[src/rtl/usr_ex_responder_pkg.sv]
// Shared types and constants for the user-side execute responder.
// Latency: n/a (definitions only).
// Backpressure: n/a.
package usr_ex_responder_pkg;

    typedef enum logic [1:0] {
        ST_IDLE  = 2'd0,
        ST_ISSUE = 2'd1,
        ST_WAIT  = 2'd2,
        ST_DONE  = 2'd3
    } ex_state_e;

    localparam logic [31:0] RESET_PC_DEF = 32'h1C00_0000;
    localparam logic [31:0] PC_INC       = 32'd4;

    // Bit positions inside the sticky error vector
    localparam int ERR_PROTO   = 0;
    localparam int ERR_OVF     = 1;
    localparam int ERR_TIMEOUT = 2;
    localparam int ERR_W       = 3;

    typedef struct packed {
        logic [4:0]  waddr;
        logic [31:0] wdata;
    } rf_wr_t;

endpackage

[src/rtl/usr_rf_wb_buf.sv]
// Controller register writebacks onto the RF override port, 1-entry buffer.
// Latency: 0 cycles when the RF port is free and the buffer is empty, else drains on first free cycle.
// Backpressure: none upstream; a write arriving while full and the port busy is dropped and flagged.
module usr_rf_wb_buf
    import usr_ex_responder_pkg::*;
(
    input  logic        clk,
    input  logic        rstn,
    input  logic        wb_we_i,
    input  logic [4:0]  wb_wreg_i,
    input  logic [31:0] wb_wdata_i,
    input  logic        cpu_rf_we_i,
    output logic        rf_ov_we_o,
    output logic [4:0]  rf_ov_waddr_o,
    output logic [31:0] rf_ov_wdata_o,
    output logic        ovf_o
);

    logic   buf_vld_q, buf_vld_d;
    rf_wr_t buf_q, buf_d;
    logic   wr_vld;
    rf_wr_t wr;

    // r0 is hardwired zero, so writes to it are simply discarded
    assign wr_vld = wb_we_i && (wb_wreg_i != 5'd0);
    assign wr     = {wb_wreg_i, wb_wdata_i};

    // Buffered entry always drains before a new write may bypass
    always_comb begin
        buf_vld_d     = buf_vld_q;
        buf_d         = buf_q;
        rf_ov_we_o    = 1'b0;
        rf_ov_waddr_o = 5'd0;
        rf_ov_wdata_o = 32'd0;
        ovf_o         = 1'b0;
        if (!cpu_rf_we_i) begin
            if (buf_vld_q) begin
                rf_ov_we_o    = 1'b1;
                rf_ov_waddr_o = buf_q.waddr;
                rf_ov_wdata_o = buf_q.wdata;
                buf_vld_d     = wr_vld;
                if (wr_vld) begin
                    buf_d = wr;
                end
            end else if (wr_vld) begin
                rf_ov_we_o    = 1'b1;
                rf_ov_waddr_o = wr.waddr;
                rf_ov_wdata_o = wr.wdata;
            end
        end else if (wr_vld) begin
            if (buf_vld_q) begin
                ovf_o = 1'b1;
            end else begin
                buf_vld_d = 1'b1;
                buf_d     = wr;
            end
        end
    end

    // Buffer storage
    always_ff @(posedge clk or negedge rstn) begin
        if (!rstn) begin
            buf_vld_q <= 1'b0;
            buf_q     <= '0;
        end else begin
            buf_vld_q <= buf_vld_d;
            buf_q     <= buf_d;
        end
    end

endmodule

[src/rtl/usr_ex_responder.sv]
// Issues injected instructions into the user fetch slot, waits for retire, pulses ex_finish; owns arch PC.
// Latency: ex_flag -> inj_valid 1 cycle; cpu_retire -> ex_finish 1 cycle.
// Backpressure: offer held until inj_ready; one instruction in flight, extra ex_flag dropped and flagged.
module usr_ex_responder
    import usr_ex_responder_pkg::*;
#(
    parameter logic [31:0] RESET_PC = RESET_PC_DEF,
    parameter logic [7:0]  TIMEOUT  = 8'd255
)(
    input  logic        clk,
    input  logic        rstn,
    input  logic        ex_flag,
    input  logic [31:0] ex_inst,
    output logic        ex_finish,
    input  logic        pc_inc,
    input  logic        pc_we,
    input  logic [31:0] pc,
    input  logic        wb_we,
    input  logic [4:0]  wb_wreg,
    input  logic [31:0] wb_wdata,
    output logic        inj_valid,
    output logic [31:0] inj_inst,
    output logic [31:0] inj_pc,
    input  logic        inj_ready,
    input  logic        cpu_retire,
    input  logic        cpu_npc_vld,
    input  logic [31:0] cpu_npc,
    input  logic        cpu_rf_we,
    output logic        rf_ov_we,
    output logic [4:0]  rf_ov_waddr,
    output logic [31:0] rf_ov_wdata,
    output logic [31:0] arch_pc,
    output logic        err_proto,
    output logic        err_ovf,
    output logic        err_timeout
);

    ex_state_e        state_q, state_d;
    logic [31:0]      inst_q, inst_d;
    logic [31:0]      pc_q, pc_d;
    logic [7:0]       cnt_q, cnt_d;
    logic             inc_pend_q, inc_pend_d;
    logic [ERR_W-1:0] err_q, err_d;
    logic             ret_upd;
    logic [31:0]      ret_pc;
    logic             ovf_evt;

    usr_rf_wb_buf u_wb_buf (
        .clk           (clk),
        .rstn          (rstn),
        .wb_we_i       (wb_we),
        .wb_wreg_i     (wb_wreg),
        .wb_wdata_i    (wb_wdata),
        .cpu_rf_we_i   (cpu_rf_we),
        .rf_ov_we_o    (rf_ov_we),
        .rf_ov_waddr_o (rf_ov_waddr),
        .rf_ov_wdata_o (rf_ov_wdata),
        .ovf_o         (ovf_evt)
    );

    // Execute FSM: next state, handshake outputs, retire/timeout PC request, sticky errors
    always_comb begin
        state_d   = state_q;
        inst_d    = inst_q;
        cnt_d     = cnt_q;
        err_d     = err_q;
        ret_upd   = 1'b0;
        ret_pc    = pc_q + PC_INC;
        inj_valid = 1'b0;
        ex_finish = 1'b0;
        if (ovf_evt) begin
            err_d[ERR_OVF] = 1'b1;
        end
        unique case (state_q)
            ST_IDLE: begin
                if (ex_flag) begin
                    state_d = ST_ISSUE;
                    inst_d  = ex_inst;
                end
            end
            ST_ISSUE: begin
                inj_valid = 1'b1;
                if (ex_flag) begin
                    err_d[ERR_PROTO] = 1'b1;
                end
                if (inj_ready) begin
                    state_d = ST_WAIT;
                    cnt_d   = 8'd0;
                end
            end
            ST_WAIT: begin
                if (ex_flag) begin
                    err_d[ERR_PROTO] = 1'b1;
                end
                cnt_d = cnt_q + 8'd1;
                if (cpu_retire) begin
                    state_d = ST_DONE;
                    ret_upd = 1'b1;
                    if (cpu_npc_vld) begin
                        ret_pc = cpu_npc;
                    end
                end else if (cnt_d == TIMEOUT) begin
                    // Give up on the retire and step past the instruction
                    err_d[ERR_TIMEOUT] = 1'b1;
                    state_d            = ST_DONE;
                    ret_upd            = 1'b1;
                end
            end
            ST_DONE: begin
                ex_finish = 1'b1;
                if (ex_flag) begin
                    state_d = ST_ISSUE;
                    inst_d  = ex_inst;
                end else begin
                    state_d = ST_IDLE;
                end
            end
            default: state_d = ST_IDLE;
        endcase
    end

    // Arch PC: overwrite beats retire update beats increment; a losing increment stays pending
    always_comb begin
        pc_d       = pc_q;
        inc_pend_d = inc_pend_q;
        if (pc_we) begin
            pc_d       = pc;
            inc_pend_d = 1'b0;
        end else if (ret_upd) begin
            pc_d       = ret_pc;
            inc_pend_d = inc_pend_q | pc_inc;
        end else if (pc_inc || inc_pend_q) begin
            pc_d       = pc_q + PC_INC;
            inc_pend_d = pc_inc & inc_pend_q;
        end
    end

    // State registers
    always_ff @(posedge clk or negedge rstn) begin
        if (!rstn) begin
            state_q    <= ST_IDLE;
            inst_q     <= 32'd0;
            pc_q       <= RESET_PC;
            cnt_q      <= 8'd0;
            inc_pend_q <= 1'b0;
            err_q      <= '0;
        end else begin
            state_q    <= state_d;
            inst_q     <= inst_d;
            pc_q       <= pc_d;
            cnt_q      <= cnt_d;
            inc_pend_q <= inc_pend_d;
            err_q      <= err_d;
        end
    end

    assign inj_inst    = inst_q;
    assign inj_pc      = pc_q;
    assign arch_pc     = pc_q;
    assign err_proto   = err_q[ERR_PROTO];
    assign err_ovf     = err_q[ERR_OVF];
    assign err_timeout = err_q[ERR_TIMEOUT];

endmodule

[config.mk]
export PLATFORM = sky130hd
export DESIGN_NAME = usr_ex_responder
export DESIGN_NICKNAME = d
export VERILOG_FILES = /design/src/rtl/usr_ex_responder_pkg.sv /design/src/rtl/usr_rf_wb_buf.sv /design/src/rtl/usr_ex_responder.sv
export SDC_FILE = /design/constraint.sdc
export NUM_CORES = 1
export LEC_CHECK = 0
export ABC_CLOCK_PERIOD_IN_PS = 5800
export BUFFER_PORTS_ARGS = -buffer_cell sky130_fd_sc_hd__buf_2
export CAP_MARGIN = 15
export CELL_PAD_IN_SITES_DETAIL_PLACEMENT = 0
export CELL_PAD_IN_SITES_GLOBAL_PLACEMENT = 1
export CORE_ASPECT_RATIO = 1.2
export CORE_MARGIN = 5
export CORE_UTILIZATION = 38
export CTS_CLUSTER_DIAMETER = 50
export DETAILED_ROUTE_END_ITERATION = 12
export GPL_ROUTABILITY_DRIVEN = 0
export PLACE_DENSITY_LB_ADDON = 0.1
export SYNTH_ARGS = -nofsm -noshare
export SYNTH_HDL_FRONTEND = slang
export SYNTH_SLANG_ARGS = --single-unit
[constraint.sdc]
create_clock -name clk -period 5.8 [get_ports clk]
set_input_delay 0.29 -clock clk [delete_from_list [all_inputs] [get_ports clk]]
set_output_delay 0.29 -clock clk [all_outputs]
set_load 0.01 [all_outputs]
==> impl_metrics.csv <==
group,metric,value,unit
run_status,status,"complete, no violations",
detailed_routing,wl_per_cell,18.66,µm
global_route,grt_max_degree,73,
synth,syn_area_per_cell,10.18,µm²
synth,synth_edf_count,0,
global_route,overflow,0,
detailed_routing,vias,5960,
timing,finalClockSkew,0.01009,ns
placement,dpl_cell_area,7883,µm²
setup_path,crit_fanout,23,
setup_path,crit_type,"register to register",
timing,drv_slew,0,
pwr,combPwrFrac,36.1,%
pwr,p_leak,4.062,nW
cts,root_buffer,"clkbuf_16",
floorplan,die_w,130.0,µm
hold_path,hold_class,"input pin to register",
global_route,grt_usage,20.48,%
hold_path,hold_path_depth,3,
timing,hold_slack,0.09184,ns
finish,final_util,50.36,%
synth,synth_flop_cell,"dfrtp_1",
timing,rsz0062_at_grt,"no",
cts,path_clk_slew,0.06,ns
synth,synth_top_area_share,43.07,%
synth,ys_ff_latch,116,
pwr,p_int,2.390,mW
synth,synth_nets,796,
detailed_routing,wirelength,20.70,mm
global_route,antenna_found_initial,5,
timing,hold_viol,0,
synth,yosysSeqAreaShare,44.27,%
timing,setup_violations,0,
timing,fin_tns_setup,0,ns
floorplan,rows,52,
setup_path,crit_required,6.06,ns
synth,yosys_warnings,0,
cts,cts_buffers,17,
floorplan,initial_core_util,38.81,%
pwr,p_clk_share,27.9,%
floorplan,io_pins,282,
timing,layout_setup_ws,2.569,ns
synth,synthTopCellsByArea,"dfrtp_1 43%, mux2_2 13%, a22o_1 5.3%",
finish,area_growth,29.75,%
global_route,grt_pass1_wl,32.43,mm
timing,maxSlewHeadroom,35.55,%
placement,preCtsSetupSlack,2.598,ns
placement,place_inst,1072,
timing,layout_min_cycle_time,3.231,ns
cts,clock-sinks,116,
synth,yosysTopAreaCell,"dfrtp_1",
global_route,grt_pass1_vias,6158,
floorplan,die_area,20020,µm²
setup_path,arrival,3.49,ns
cts,cts_tree,"built",
placement,dp_hpwl,15.50,mm
timing,fmax,309.5,MHz
detailed_routing,first_iter_violations,349,
synth,synth.distinct_cells,59,
job,drv_cap,0,
timing,worst_slew_pin_slew,0.9657,ns
finish,final_nets,1028,
timing,finalCritPeriodShare,55.71,%
placement,io_buffer_count,281,
synth,synth_area,6565,µm²
setup_path,worst_setup_path_end_kind,"register",
floorplan,die_y,154.0,µm
finish,instances_no_fill,1109,
pwr,p_sw_share,35.35,%
pwr,seqPwrFrac,36.0,%
pwr,power_density,434.0,nW/µm²
finish,design_area,8518,µm²
setup_path,cp-start-kind,"register",
cts,post_cts_buffers,0,
detailed_routing,ant_nets,0,
floorplan,core-area,16920,µm²
detailed_routing,routed_via_density,5.374,
pwr,max-vdd-ir-drop,0.2941,mV
cts,ctsHtreeMaxLevel,4,
pwr,power.net_switching,1.307,mW
pwr,total_power,3.697,mW
cts,clock_latency,0.41,ns
cts,cts_max_path_buffers,2,
synth,synthArstFlopShare,100.0,%
detailed_routing,drc,0,
finish,drive_gt1_share,45.61,%
setup_path,r2r_cells,7,
detailed_routing,drtPass1Iterations,5,
synth,syn_inst,645,
cts,cts.repair.resized,0,
layout make-up:
type / instances / area, µm²
well taps: 216 / 270.3
clock inverters: 8 / 101.3
multi-input cells: 440 / 3203
repair buffers: 289 / 1491
flip-flops and latches: 116 / 2907
clock buffers: 22 / 484.2
fillers: 1623 / 8398
diodes: 5 / 12.51
inverters: 13 / 48.80
worst paths after layout:
check | start | to | slack, ns
worst max register to register | cnt_q[0] | arch_pc[30] | 2.57
max in group asynchronous | rstn | arch_pc[0] | 4.02
worst max-delay path | cnt_q[0] | arch_pc[30] | 2.57
worst min-delay path | pc[0] | arch_pc[0] | 0.09
min in group asynchronous | rstn | u_wb_buf.buf_q[26] | 0.47
worst min register to register | err_q[0] | err_q[0] | 0.47
Yosys cell counts, types with 9 or more instances:
master    instances
nand3_1          10
clkbuf_1         33
nor3_1           16
o21ai_0          38
nand2_1          39
nand4_1          10
nor2b_1           9
o31ai_1          14
a211oi_1         11
nor2_1           36
a21oi_1          35
buf_4            34
a22o_1           40
dfrtp_1         113
xnor2_1          11
inv_1            13
mux2_2           73
cell usage in the layout, fill, tap and decap left out, drive strengths merged, types with 14 or more instances in the layout:
master / n
buf: 288
dfrtp: 113
mux2: 75
a22o: 40
o21ai: 40
nand2: 39
nor2: 37
a21oi: 35
clkbuf: 22
nor3: 16
o31ai: 14
metal layers:
metal,part of all wire (%),routed length (µm),global-route usage [%]
met1,39,8173,25.09
met2,51,10620,34.50
met3,6.9,1428,4.372
met4,2.3,480,8.812
met5,0,0,0
state kept, by name, indices dropped and copies added, names as in the netlist:
register,cells
arch_pc,32
cnt_q,8
err_q,3
inc_pend_q,1
inj_inst,32
state_q,2
u_wb_buf.buf_q,37
u_wb_buf.buf_vld_q,1
power by group through the flow:
stage,registers [mW],logic [mW],clock network [mW]
3_5_place_dp,1.34,1.35,0
2_1_floorplan,1.36,0.836,0
4_1_cts,1.33,1.36,1.06
3_3_place_gp,1.32,1.33,0
6_report,1.33,1.33,1.03
5_1_grt,1.37,1.46,1.10
cell families (layout without fill, tap and decap cells):
logic type,Yosys count,count (layout),synth area share [%]
AO/OA/AOI/OAI,176,176,18.58
adder cells (fa/ha/maj),9,9,1.677
flip-flops,116,116,44.27
XOR/XNOR,15,15,2.001
buffers and inverters,89,332,7.299
other,0,5,0
AND/OR/NAND/NOR,159,159,12.27
multiplexers,81,81,13.89
worst max-delay path, stage by stage, from the launching register on:
cell and delay, ns:
dfrtp_1 0.43, ha_1 0.29, nand3_1 0.17, nor3b_1 0.07, or4_4 0.52, a211oi_4 0.81
or2_1 0.59, o21ai_0 0.19
repair_timing:
action / in CTS / in global routing
hold buffers: 1 / 0
endpoints found under the hold margin: 47 / 0
setup endpoints to repair: 0 / 0
(Power assumes the default switching activity.)
